==> src/rtl/pipe_hazard_ctrl.sv <==
// Pipeline sequencing controller: freezes, branch flushes, load-use stalls, halt drain.
// Optional perf counters enabled by defining PIPE_HAZARD_CTRL_PERF_EN.
module pipe_hazard_ctrl #(
  parameter int unsigned CNT_W        = 16,
  parameter int unsigned DRAIN_CYCLES = 3
) (
  input  logic             clk,
  input  logic             rst,
  input  logic             i_mem_wait,
  input  logic             i_ex_branch_taken,
  input  logic             i_ex_mem_read,
  input  logic [4:0]       i_ex_rd,
  input  logic [4:0]       i_id_rs1,
  input  logic [4:0]       i_id_rs2,
  input  logic             i_id_uses_rs1,
  input  logic             i_id_uses_rs2,
  input  logic             i_id_halt,
  input  logic             i_resume,
  output logic             o_pc_en,
  output logic             o_ifid_en,
  output logic             o_ifid_flush,
  output logic             o_idex_flush,
  output logic             o_stage_en,
  output logic             o_halted,
  output logic [CNT_W-1:0] o_stall_count,
  output logic [CNT_W-1:0] o_flush_count
);

  localparam int unsigned DW = 3;

  typedef enum logic [1:0] {
    RUN     = 2'b00,
    DRAIN   = 2'b01,
    HALTED  = 2'b10,
    ILLEGAL = 2'b11
  } state_t;

  state_t        r_state, w_next;
  logic [DW-1:0] r_drain, w_drain_next;
  logic          r_halted;
  logic          w_lu;

  assign w_lu = i_ex_mem_read && (i_ex_rd != 5'd0) &&
                ((i_id_uses_rs1 && (i_id_rs1 == i_ex_rd)) ||
                 (i_id_uses_rs2 && (i_id_rs2 == i_ex_rd)));

  // Control decode from registered state and live hazard inputs.
  always_comb begin
    o_pc_en      = 1'b0;
    o_ifid_en    = 1'b0;
    o_ifid_flush = 1'b0;
    o_idex_flush = 1'b0;
    o_stage_en   = 1'b0;
    w_next       = r_state;
    w_drain_next = r_drain;
    case (r_state)
      RUN: begin
        if (i_mem_wait) begin
          o_pc_en = 1'b0;
        end else if (i_ex_branch_taken) begin
          o_pc_en      = 1'b1;
          o_ifid_en    = 1'b1;
          o_ifid_flush = 1'b1;
          o_idex_flush = 1'b1;
          o_stage_en   = 1'b1;
        end else if (w_lu) begin
          o_idex_flush = 1'b1;
          o_stage_en   = 1'b1;
        end else if (i_id_halt) begin
          o_ifid_en    = 1'b1;
          o_ifid_flush = 1'b1;
          o_stage_en   = 1'b1;
          w_next       = DRAIN;
          w_drain_next = DW'(DRAIN_CYCLES);
        end else begin
          o_pc_en    = 1'b1;
          o_ifid_en  = 1'b1;
          o_stage_en = 1'b1;
        end
      end
      DRAIN: begin
        o_ifid_en    = 1'b1;
        o_ifid_flush = 1'b1;
        o_idex_flush = 1'b1;
        o_stage_en   = !i_mem_wait;
        if (!i_mem_wait) begin
          if (r_drain <= DW'(1)) w_next = HALTED;
          else                   w_drain_next = r_drain - DW'(1);
        end
      end
      HALTED: begin
        if (i_resume) w_next = RUN;
      end
      default: w_next = RUN;
    endcase
    if (rst) begin
      o_pc_en      = 1'b0;
      o_ifid_en    = 1'b0;
      o_ifid_flush = 1'b1;
      o_idex_flush = 1'b1;
      o_stage_en   = 1'b0;
    end
  end

  always_ff @(posedge clk or posedge rst) begin
    if (rst) begin
      r_state  <= RUN;
      r_drain  <= '0;
      r_halted <= 1'b0;
    end else begin
      r_state  <= w_next;
      r_drain  <= w_drain_next;
      r_halted <= (w_next == HALTED);
    end
  end

  assign o_halted = r_halted;

`ifdef PIPE_HAZARD_CTRL_PERF_EN
  logic             w_stall_ev, w_flush_ev;
  logic [CNT_W-1:0] r_stall_cnt, r_flush_cnt;

  assign w_stall_ev = (r_state == RUN) && !i_mem_wait && !i_ex_branch_taken && w_lu;
  assign w_flush_ev = (r_state == RUN) && !i_mem_wait && i_ex_branch_taken;

  // Saturating event counters.
  always_ff @(posedge clk or posedge rst) begin
    if (rst) begin
      r_stall_cnt <= '0;
      r_flush_cnt <= '0;
    end else begin
      if (w_stall_ev && (r_stall_cnt != {CNT_W{1'b1}})) r_stall_cnt <= r_stall_cnt + CNT_W'(1);
      if (w_flush_ev && (r_flush_cnt != {CNT_W{1'b1}})) r_flush_cnt <= r_flush_cnt + CNT_W'(1);
    end
  end

  assign o_stall_count = r_stall_cnt;
  assign o_flush_count = r_flush_cnt;
`else
  assign o_stall_count = '0;
  assign o_flush_count = '0;
`endif

endmodule

==> config.mk <==
export PLATFORM = sky130hd
export DESIGN_NAME = pipe_hazard_ctrl
export DESIGN_NICKNAME = d
export VERILOG_FILES = /design/src/rtl/pipe_hazard_ctrl.sv
export SDC_FILE = /design/constraint.sdc
export NUM_CORES = 1
export LEC_CHECK = 0
export ABC_AREA = 1
export CORE_MARGIN = 4
export CORE_UTILIZATION = 60
export CTS_CLUSTER_DIAMETER = 30
export CTS_CLUSTER_SIZE = 10
export DETAILED_ROUTE_END_ITERATION = 8
export DONT_BUFFER_PORTS = 1
export GPL_TIMING_DRIVEN = 0
export PLACE_DENSITY = 0.76
export SLEW_MARGIN = 15
export SYNTH_ARGS = -nofsm -noshare
export SYNTH_HDL_FRONTEND = slang
export SYNTH_SLANG_ARGS = --single-unit
==> constraint.sdc <==
create_clock -name clk -period 3.9 [get_ports clk]
set_input_delay 0.39 -clock clk [delete_from_list [all_inputs] [get_ports clk]]
set_output_delay 0.39 -clock clk [all_outputs]
set_load 0.01 [all_outputs]
* Word-level counts from Yosys, hierarchy flattened
Cells that the tools add are included.
** Storage, ports and cells
- Register bits after elaboration :: 6
- Input bits :: 24
- Output and inout port bits :: 38
- Word-level logic and storage cells :: 66
** Operators by class
- Add/subtract/negate cells :: 1
- Order comparisons :: 1
- Eq/ne operators :: 11
- Mux-type cells :: 40
- Reductions and logical operators :: 10
** Operator list (number)
- 1-bit two-way mux :: 21
- 3-bit two-way mux :: 6
- 2-bit two-way mux :: 7
- 2-bit inequality test, second input constant :: 6
- 5-bit == test :: 2
- 1-bit one-hot mux with 2 select lines :: 4
- 7-bit AND reduction :: 1
- 2-bit one-hot mux with 3 select lines :: 1
- 3-bit one-hot mux with 2 select lines :: 1
- 5-bit nonzero test :: 1
- 2-bit == test, second input constant :: 2
- 1-bit logical AND :: 4
- 3-bit by 1-bit less-or-equal comparator with 1-bit output, second input constant :: 1
- 3-bit by 1-bit subtractor with 3-bit output, second input constant :: 1
- 2-bit by 1-bit == test with 1-bit output, second input constant :: 1
- 2-bit zero test :: 1
- 2-bit nonzero test :: 1
- 1-bit zero test :: 1
- 1-bit logical OR :: 1

* Logic depth before layout (Yosys ltp)
Gate-level depths: netlist of the first run.
- Depth in word-level cells :: 9
- Gate-level depth with buffers :: 11
- Mapped depth without buffers :: 11

* Worst setup path after synthesis of the first run
Ideal clock, no wire load.
- Path type :: input-to-output
- Start :: input i_ex_rd[2]
- End :: output o_ifid_flush
- Data arrival time :: 1087 ps
- Data required time :: 3510 ps
- Path slack :: 2423 ps
- Stages :: 9
- Path buffers :: 0
- Path through :: inv_1 > nand4_1 > o21ai_0 > inv_1 > nand2_1 > nand2_1 > nand2_1 > nand2_1 > nand2_1
** On the way
- Word-level cells in the longest chain between the ends :: 9
- Elaborated cells between the ends (all ways) :: 13
- Classes of those cells :: eq/ne: 2; mux: 5; reduce/logical: 6
** RTL lines
- from (decl) :: RTL line 12 : input logic [4:0] i_ex_rd,
- 5-bit == test (on tied branches) :: RTL line 44, 45
- 1-bit logical AND (on tied branches) :: RTL line 44, 45
- 1-bit logical OR :: RTL line 44 : ((i_id_uses_rs1 && (i_id_rs1 == i_ex_rd)) ||
- 1-bit logical AND * :: RTL line 43 : assign w_lu = i_ex_mem_read && (i_ex_rd != 5'd0) &&
- 1-bit two-way mux * :: RTL line 66 : end else if (w_lu) begin
- 1-bit two-way mux * :: RTL line 60 : end else if (i_ex_branch_taken) begin
- 1-bit two-way mux * :: RTL line 58 : if (i_mem_wait) begin
- 1-bit one-hot mux with 2 select lines * :: RTL line 56 : case (r_state)
- 1-bit two-way mux * :: RTL line 96 : if (rst) begin
- to (decl) :: RTL line 21 : output logic o_ifid_flush,
Every way passes the cells marked *; elsewhere a longest branch is shown, timed or not.

* Worst setup path in the final report of the first run
- Start :: register r_state[1]
- End :: output o_ifid_en
** On the way
- Word-level cells in the longest chain between the ends :: 3
- Elaborated cells between the ends (all ways) :: 4
- Classes of those cells :: eq/ne: 1; mux: 2; reduce/logical: 1
** RTL lines
- from (decl) :: RTL line 38 : state_t r_state, w_next;
- from (signal assigned) :: RTL line 111 : r_state <= w_next;
- 2-bit by 1-bit == test with 1-bit output / 2-bit zero test (equally long branches) :: RTL line 56
- 1-bit one-hot mux with 2 select lines * :: RTL line 56
- 1-bit two-way mux * :: RTL line 96
- to (decl) :: RTL line 20 : output logic o_ifid_en,
Marks and branches as above.

==> results of run 1 <==
==> power by group through the flow <==
stage          registers (mW)  logic, mW  clock network [mW]
6_report               0.0837      0.114              0.0526
5_1_grt                0.0848      0.128              0.0584
4_1_cts                0.0833      0.113              0.0560
3_5_place_dp           0.0842      0.112                   0
3_3_place_gp           0.0838      0.108                   0
2_1_floorplan          0.0820      0.100                   0
==> critical path: stages (launching register included) <==
cell and delay [ns]:
dfrtp_1 0.43, nor3_1 0.50, nand2_1 0.09, o21ai_0 0.17
==> layout make-up <==
type / instances / area [um^2]
clock buffer: 3 / 22.5
timing repair buffer: 1 / 10.0
inverter: 23 / 86.3
tap: 15 / 18.8
multi-input combinational: 122 / 538
buffer: 32 / 240
fill: 107 / 284
sequential: 6 / 150
==> per-stage QoR <==
| stage | util, % | area, um^2 | hold slack, ns | setup WS [ns] |
|---|---|---|---|---|
| 3_3_place_gp | 76.6 | 1030 | 0.194 | 2.32 |
| 2_1_floorplan | - | 1010 | 0.181 | 2.42 |
| 5_1_grt | 79.0 | 1070 | 0.261 | 1.95 |
| 3_5_place_dp | 76.6 | 1030 | 0.200 | 2.33 |
| 6_report | 79.0 | 1070 | 0.265 | 2.08 |
| 4_1_cts | 79.0 | 1070 | 0.256 | 2.07 |
==> layer usage <==
layer / global-route usage [%] / part of all wire [%] / wire length, um / up-vias
met5: 0 / 0 / 0 / -
met1: 17.6 / 39 / 698 / 354
met4: 7.73 / 0 / 0 / 0
met3: 5.47 / 18 / 314 / 0
li1: - / - / - / 471
met2: 26.9 / 43 / 779 / 50
==> registers in the layout, indices dropped and copies added (netlist names) <==
signal and cells:
o_halted 1, r_state 2, r_drain 3
==> cell usage after synthesis <==
| library cell | n |
|---|---|
| nor3_1 | 1 |
| buf_4 | 32 |
| dfrtp_1 | 6 |
| nor2_1 | 14 |
| conb_1 | 1 |
| nand3_2 | 2 |
| inv_2 | 3 |
| or2_2 | 1 |
| o21bai_1 | 1 |
| inv_1 | 20 |
| xnor2_1 | 1 |
| nand2_1 | 47 |
| nand4_1 | 5 |
| ha_1 | 2 |
| nand2_2 | 1 |
| o21ai_0 | 7 |
| a21oi_1 | 1 |
| nor2_2 | 3 |
| nand3_1 | 4 |
==> repair_timing <==
item / 4_1_cts / 5_1_grt
endpoints found under the hold margin: 6 / 0
setup endpoints to repair: 0 / 0
hold buffers: 1 / 0
==> cell usage in the layout (no fill, tap or decap), types with 3 or more instances in the layout <==
cell       n
conb_1    32
nor2_2     3
inv_2      3
clkbuf_4   3
o21ai_0    7
nand3_1    4
dfrtp_1    6
nand4_1    5
nor2_1    14
nand2_1   47
buf_4     32
inv_1     20
==> cell families (layout without fill, tap and decap cells) <==
group / after synthesis / after routing / synth area share [%]
AND/OR/NAND/NOR: 78 / 78 / 37.5
adder cells (fa/ha/maj): 2 / 2 / 2.79
XOR/XNOR: 1 / 1 / 0.975
AO/OA/AOI/OAI: 9 / 9 / 5.29
buffers and inverters: 55 / 59 / 36.4
other: 1 / 32 / 0.417
flip-flops: 6 / 6 / 16.7
==> how the worst max path moves through the flow <==
stage	slack, ns	endpoint
floorplan	2.42	o_ifid_flush
global placement	2.32	o_ifid_flush
detailed placement	2.33	o_ifid_en
CTS	2.07	o_ifid_en
global route	1.95	o_ifid_en
finish	2.08	o_ifid_en
==> results.md, run 1 <==
- Pre-antenna DRT Iters: 4
- Per-cell routed wire length: 8.87 um
- Clk root buf: clkbuf_4
- IO Count: 62
- Tot GR Track Use: 15.9%
- Max cap viols: 0
- Critical Path Fanout Max: 5
- GRT Residual Overflow: 0
- Die extent in x: 46.7 um
- Chip Height: 46.7 um
- Vias in the first global route: 724
- Clock Tree Buf Depth: 2
- Resized Gates After CTS: 0
- Layout cells sized above 1: 24.1%
- Fin crit period: 1.82 ns
- Worst endpoint required time: 3.51 ns
- RSZ-0062 raised after global routing: no
- Critical Path Start: r_state[1]$_DFF_PP0_
- Worst-Skew Late Latency: 0.23 ns
- Internal cell power: 0.158 mW
- Mapped cell area: 898 um^2
- Avg Cell Area, Syn: 5.91 um^2
- Hold Path Stages: 1
- Cell Count, Final, Fillers Out: 202
- Status: complete, no violations
- Largest net degree at the start of global routing: 7
- Switching Share: 37.0%
- CP Launch Type: flip-flop
- Largest cells by area after synthesis: buf_4, nand2_1, dfrtp_1
- Max-slew violation count: 0
- Area of the core: 1350 um^2
- Worst-Margin Slew: 0.543 ns
- Worst vdd ir: 0.000163 V
- Hold Vio Cnt, Final: 0
- Yosys cell types: 19
- Worst R2R End: r_drain[2]$_DFFE_PP0P_
- DRC: 0
- Initial antenna violation count: 0
- Via density: 4.33
- R2R Path Start: r_drain[0]$_DFFE_PP0P_
- DR iter-0 viols: 8
- Area Growth Syn to Fin: 18.7%
- Hold crit path type: input port to flip-flop
- Total power: 0.251 mW
- Num CTS Buffers: 3
- Nets@finish: 215
- Clock Skew: 0.00179 ns
- Sequential share of the synthesized area: 16.7%
- Largest area contributor in the synthesized netlist: buf_4
- Synth Register Bits: 6
- Synth warn: 0
- Max Freq: 549 MHz
- Cell total after placement: 198
- Via count: 875
- R2r setup slk: 2.49 ns
- Hold EP: r_state[1]$_DFF_PP0_
- H-tree depth reported by CTS: 1
- Routed Antenna Nets: 0
- CP arrival: 1.43 ns
- Crit Path Class: flip-flop to output pin
- Switching Power: 0.0926 mW
- Endpoints failing setup: 0
- Final wirelength: 1790 um
- Hold_sp: i_resume
- Port Buffer Count: 0
- Combinational Power Share: 45.6%
- Power share of the clock group: 21.0%
- Max-slew headroom: 63.5%
- Part of the power in registers: 33.4%
- Syn Inst Count: 152
- Total setup buffers inserted after CTS: 0
- Synth top area share: 26.7%
- Dpl hpwl: 1620 um
- Clock-pin slew on the worst setup and hold paths: 0.04 ns
- Power Density: 235 nW/um^2
- Die area: 2180 um^2
- CP Capture Type: output pin
- First-pass GRT wire length: 2530 um
- Leakage Power: 0.706 nW
- Final worst-path cycle share: 46.7%
- CTS sink cnt: 6
- Total negative slack: 0 ns
- Row count: 13
- TritonCTS clock tree: done
- Worst R2R Path Depth: 7
- Routability cong.: 0.893
- # diodes: 0
- Initial Utilization: 66.5%
Power figures use the tool's default switching activity.
==> inputs of run 2 (changes only) <==
Settings changed: ABC_AREA 1 to 0.
Clock period 3.9 ns to 1.7 ns, I/O delays scaled along.
==> results.md, run 2 <==
- Num CTS Buffers: 3 (unchanged)
- Largest area contributor in the synthesized netlist: buf_4
- Xor and xnor fraction of the mapped netlist area: 11.0% (+10 points)
- Worst path slowest cell: dfrtp_1
- Routability cong.: 0.733 (-18%)
- Port Buffer Count: 0 (unchanged)
- Max reg flops: 3 (unchanged)
- Sequential share of the synthesized area: 18.8% (+2.1 points)
- Top-count cell post-synth: buf_4
- Via density: 4.72 (+9.0%)
- Most frequent cells in the layout: buf_4, conb_1, xnor2_1, nand2_1
- RSZ-0062 raised after global routing: yes
- Biggest register: r_drain
- Synth Register Bits: 6 (unchanged)
- Max Freq: 589 MHz
- Max cap viols: 0 (unchanged)
- Hold crit path type: input port to flip-flop
- Critical Path Sink: o_pc_en
- Compound-Gate Fraction of Synth Area: 15.1% (+9.8 points)
- EDFF count, synth: 0 (unchanged)
- Status: complete, no violations
- # diodes: 0 (unchanged)
- Simple-Gate Fraction of Synth Area: 19.5% (-18 points)
- Ys flop type: dfrtp_1
- Die extent in x: 44.4 um (-4.8%)
- Row count: 12 (-1)
- Via count: 727 (-17%)
- Final wirelength: 2020 um (+13%)
- Routed Antenna Nets: 0 (unchanged)
- Tot GR Track Use: 17.0% (+1.0 points)
- R2r setup slk: 0.01 ns (-2.48 ns)
- Dpl hpwl: 1510 um (-7.4%)
- CTS sink cnt: 6 (unchanged)
- DR iter-0 viols: 14 (+6)
- Avg Cell Area, Syn: 7.81 um^2 (+32%)
- H-tree depth reported by CTS: 1 (unchanged)
- Nets@finish: 168 (-22%)
- Worst endpoint required time: 1.53 ns (-1.98 ns)
- CP Capture Type: output pin
- Initial Utilization: 68.1% (+1.5 points)
- Critical Path Start: r_state[1]$_DFF_PP0_
- Worst-Skew Late Latency: 0.26 ns (+0.03 ns)
- Synth top area share: 30.1% (+3.4 points)
- Area of the core: 1170 um^2 (-13%)
- Layout cells sized above 1: 34.3% (+10 points)
- Final core utilization: 87.1% (+8.1 points)
- IO Count: 62 (unchanged)
- Syn Inst Count: 102 (-33%)
- Worst path max stage delay: 0.43 ns (-0.07 ns)
- Worst R2R End: r_drain[1]$_DFFE_PP0P_
- R2R Path Start: r_drain[1]$_DFFE_PP0P_
- Mapped cell area: 797 um^2 (-11%)
- CP Launch Type: flip-flop
- Power Density: 921 nW/um^2 (+290%)
- Commonest cells post-synth: buf_4, xnor2_1, nand2_1
- TritonCTS clock tree: done
- GRT Residual Overflow: 0 (unchanged)
- CP arrival: 1.53 ns (+0.10 ns)
- Main combinational cell family by area after synthesis: buffers and inverters
- Worst R2R Path Depth: 7 (unchanged)
- Fin crit period: 1.70 ns
- Total power: 0.940 mW (+280%)
- Area Growth Syn to Fin: 27.9%
- Chip Height: 44.4 um (-4.8%)
- Yosys cell types: 29 (+10)
- Worst vdd ir: 0.000537 V (+230%)
- Hold Vio Cnt, Final: 0 (unchanged)
- Leakage Power: 0.534 nW (-24%)
- Die area: 1980 um^2 (-9.4%)
- Commonest non-fill, non-tap cell in the layout: buf_4
- DRC: 0 (unchanged)
- Clock Skew: 0.0121 ns (+0.0103 ns)
- Endpoints failing setup: 0 (unchanged)
- Synth warn: 0 (unchanged)
- Pre-antenna DRT Iters: 4 (unchanged)
- Crit-path cells: or2_4, or4_4, o21ai_4
- Per-cell routed wire length: 13.1 um (+48%)
- First-pass GRT wire length: 2520 um (-0.28%)
- Final worst-path cycle share: 99.8%
- Synth async-reset ratio: 100% (unchanged)
- Vias in the first global route: 638 (-12%)
- Initial antenna violation count: 0 (unchanged)
- Clk root buf: clkbuf_4
- Crit Path Class: flip-flop to output pin
- Adder-cell share of the synthesized area: 3.14% (+0.35 points)
- Largest net degree at the start of global routing: 9 (+2)
- Post-synthesis mux area share: 0% (unchanged)
- Largest cells by area after synthesis: buf_4, dfrtp_1, xnor2_1
- Clock Tree Buf Depth: 2 (unchanged)
- Critical Path Fanout Max: 5 (unchanged)
- Clock-pin slew on the worst setup and hold paths: 0.04 ns (about the same)
- Max-slew violation count: 0 (unchanged)
## run 2: changes by cell type after synthesis, sizes merged, moves of 2 or more
cell | before | now
nand4 | 5 | 2
nand2 | 48 | 8
xnor2 | 1 | 10
inv | 23 | 4
or4 | 0 | 2
nor3 | 1 | 3
nand3 | 6 | 2
nand2b | 0 | 2
a21oi | 1 | 4
nor2 | 17 | 3
nor2b | 0 | 3
## run 2: kinds of logic (layout without fill, tap and decap cells)
kind of cell,count (synthesis),after routing
AOI/OAI and AO/OA,19,19
DFF,6,6
other,1,32
xor gates and xnor gates,10,10
buffers and inverters,36,43
adders and majority gates,2,2
and+or+nand+nor,28,28
## run 2: stage by stage
stage	hold WS [ns]	cell area [um^2]	cells	worst slack, ns	TNS (ns)
6_report	0.0300	1020	154	0.00358	0
5_1_grt	0.0256	1020	154	-0.103	-0.120
4_1_cts	0.0277	988	152	-0.00126	-0.00126
3_5_place_dp	0.0128	931	147	0.0262	0
3_3_place_gp	0.00886	931	147	0.0617	0
2_1_floorplan	-0.0229	913	133	0.141	0
## run 2: critical path: cells and delay by family (launching register included)
| kind | cells | cell delay, ns |
|---|---|---|
| AND/OR/NAND/NOR | 2 | 0.70 |
| flip-flops | 1 | 0.43 |
| AO/OA/AOI/OAI | 1 | 0.16 |
## run 2: what timing repair did
item	4_1_cts	5_1_grt
gates resized for setup	5	5
hold buffers	1	0
buffers inserted	1	2
setup endpoints to repair	2	3
pin swaps	2	4
endpoints found under the hold margin	6	0
## run 2: cell type report
type / instances / area [um^2]
tap: 14 / 17.5
sequential: 6 / 150
inverter: 4 / 15.0
fill: 75 / 151
buffer: 32 / 240
multi-input combinational: 91 / 542
clock buffer: 3 / 22.5
timing repair buffer: 4 / 32.5
## run 2: per-layer routing
layer | track usage (%) | vias up | part of all wire [%]
met2 | 30.8 | 44 | 53
li1 | - | 362 | -
met5 | 0 | - | 0
met1 | 18.0 | 319 | 36
met3 | 7.32 | 2 | 12
met4 | 3.61 | 0 | 0.20
## run 2: worst min path at each step
stage	from	end	slack (ns)	cells past startpoint
finish	i_resume	r_state[1]$_DFF_PP0_	0.03	1
floorplan	rst	o_halted$_DFF_PP0_	-0.02	1
global placement	rst	r_state[0]$_DFF_PP0_	0.009	1
global route	i_resume	r_state[1]$_DFF_PP0_	0.03	1
detailed placement	rst	r_state[0]$_DFF_PP0_	0.01	1
CTS	i_resume	r_state[1]$_DFF_PP0_	0.03	1
## run 2: report_power, final
group          switching, mW  internal [mW]  total, mW
Sequential            0.0758          0.203      0.279
Combinational          0.276          0.247      0.523
Clock                 0.0581         0.0803      0.138
==> inputs of run 3 (changes only) <==
Settings changed: ABC_AREA 0 to 1, CTS_BUF_LIST set to sky130_fd_sc_hd__clkbuf_8.
==> results.md, run 3 (same netlist as run 1, synthesis figures left out) <==
- Num CTS Buffers: 3 (unchanged)
- Hold crit path type: input port to flip-flop
- Fin Hold WS: 0.0626 ns (+0.0326 ns)
- First-pass GRT wire length: 2590 um (+2.7%)
- Power Density: 606 nW/um^2 (-34%)
- Final worst-path cycle share: 90.3% (-9.5 points)
- Status: complete, no violations
- Crit path buffers/inverters: 2 (+2)
- Clock-pin slew on the worst setup and hold paths: 0.03 ns (about the same)
- Layout cells sized above 1: 24.6% (-9.7 points)
- Worst-Skew Late Latency: 0.22 ns (-0.04 ns)
- CP Launch Type: flip-flop
- Vias in the first global route: 727 (+14%)
- Initial Utilization: 66.5% (-1.5 points)
- Area Growth Syn to Fin: 21.3%
- IO Count: 62 (unchanged)
- Per-cell routed wire length: 9.10 um (-31%)
- Final core utilization: 80.7% (-6.3 points)
- Worst path max stage delay: 0.40 ns (-0.03 ns)
- Biggest register: r_drain
- Worst endpoint required time: 1.53 ns (about the same)
- Routed Antenna Nets: 0 (unchanged)
- Clock Tree Buf Depth: 2 (unchanged)
- Worst vdd ir: 0.000484 V (-9.7%)
- RSZ-0062 raised after global routing: no
- Pre-antenna DRT Iters: 4 (unchanged)
- Filler instances: 104 (+39%)
- Largest net degree at the start of global routing: 7 (-2)
- GRT Residual Overflow: 0 (unchanged)
- Critical path's most frequent cell: inv_1
- Endpoints failing setup: 0 (unchanged)
- Total setup buffers inserted after CTS: 0 (-1)
- Clock Skew: 0.00183 ns (-0.0103 ns)
- Max-slew violation count: 0 (unchanged)
- Final wirelength: 1840 um (-9.1%)
- Area of the core: 1350 um^2 (+15%)
- Routability cong.: 0.893 (+22%)
- TritonCTS clock tree: done
- Commonest non-fill, non-tap cell in the layout: nand2_1
- Most frequent cells in the layout: nand2_1, buf_4, conb_1, inv_1, nor2_1
- Fin crit period: 1.54 ns (-0.161 ns)
- Tot GR Track Use: 16.0% (-0.96 points)
- CP arrival: 1.37 ns (-0.16 ns)
- Dpl hpwl: 1620 um (+7.9%)
- Crit Path Class: flip-flop to output pin
- Leakage Power: 0.715 nW (+34%)
- Via density: 4.33 (-8.2%)
- Max Freq: 651 MHz (+10%)
- CTS sink cnt: 6 (unchanged)
- Max cap viols: 0 (unchanged)
- Die extent in x: 46.7 um (+5.1%)
- DR iter-0 viols: 18 (+4)
- Total power: 0.660 mW (-30%)
- Max reg flops: 3 (unchanged)
- Critical Path Fanout Max: 5 (unchanged)
- CP Capture Type: output pin
- Port Buffer Count: 0 (unchanged)
- Hold Vio Cnt, Final: 0 (unchanged)
- Via count: 875 (+20%)
- # diodes: 0 (unchanged)
- Die area: 2180 um^2 (+10%)
- DRC: 0 (unchanged)
- H-tree depth reported by CTS: 1 (unchanged)
- Worst path slowest cell: dfrtp_1
- Top delay family on crit path: flip-flops
- Chip Height: 46.7 um (+5.1%)
- Row count: 13 (+1)
- Initial antenna violation count: 0 (unchanged)
- Crit-path cells: inv_1, nor2_1, inv_1, o21ai_0
- Clk root buf: clkbuf_8
- Total negative slack: 0 ns (unchanged)
- Nets@finish: 215 (+28%)
-- run 3: final cells by class --
type                       count  area [um^2]  share of cell area (%)
multi-input combinational    122          543                    49.8
buffer                        32          240                    22.0
sequential                     6          150                    13.8
inverter                      23         86.3                    7.92
clock buffer                   3         41.3                    3.79
tap                           15         18.8                    1.72
timing repair buffer           1         10.0                   0.918
-- run 3: layer usage --
metal / vias up / wire, um / track usage, %
li1: 468 / - / -
met1: 353 / 688 / 18.5
met2: 54 / 820 / 27.7
met3: 0 / 330 / 4.30
met4: 0 / 0 / 6.08
met5: - / 0 / 0
-- run 3: metrics by stage --
step                      setup slack [ns]  cell area, um^2  cells
after floorplan                      0.434             1010    183
after global placement               0.337             1030    198
after detailed placement             0.295             1030    198
after CTS                            0.117             1080    202
after global routing                0.0299             1090    202
final                                0.165             1090    202
-- run 3: worst paths after layout --
path | endpoint | slack, ns | startpoint | depth (start not counted)
worst max-delay path | o_ifid_en | 0.16 | r_state[0]$_DFF_PP0_ | 4
worst min-delay path | r_state[1]$_DFF_PP0_ | 0.06 | i_resume | 1
worst max register to register | r_drain[2]$_DFFE_PP0P_ | 0.28 | r_drain[0]$_DFFE_PP0P_ | 7
worst min register to register | r_drain[1]$_DFFE_PP0P_ | 0.50 | r_drain[1]$_DFFE_PP0P_ | 2
max in group asynchronous | o_halted$_DFF_PP0_ | 1.20 | rst | 2
min in group asynchronous | r_state[0]$_DFF_PP0_ | 0.32 | rst | 2
-- run 3: power by group --
group          internal (mW)  switching (mW)
sequential             0.167          0.0257
clock                  0.151          0.0529
combinational          0.117           0.147
-- run 3: worst register-to-register path: cells and delay by family (launching register included) --
kind,cells,cell delay (ns)
AOI/OAI and AO/OA,1,0.17
and+or+nand+nor,5,0.51
DFF,1,0.41
adders and majority gates,1,0.21
-- run 3: what timing repair did --
action | 4_1_cts | 5_1_grt
hold buffers | 1 | 0
endpoints found under the hold margin | 6 | 0
resized for setup | 0 | 1
setup endpoints to repair | 0 | 1
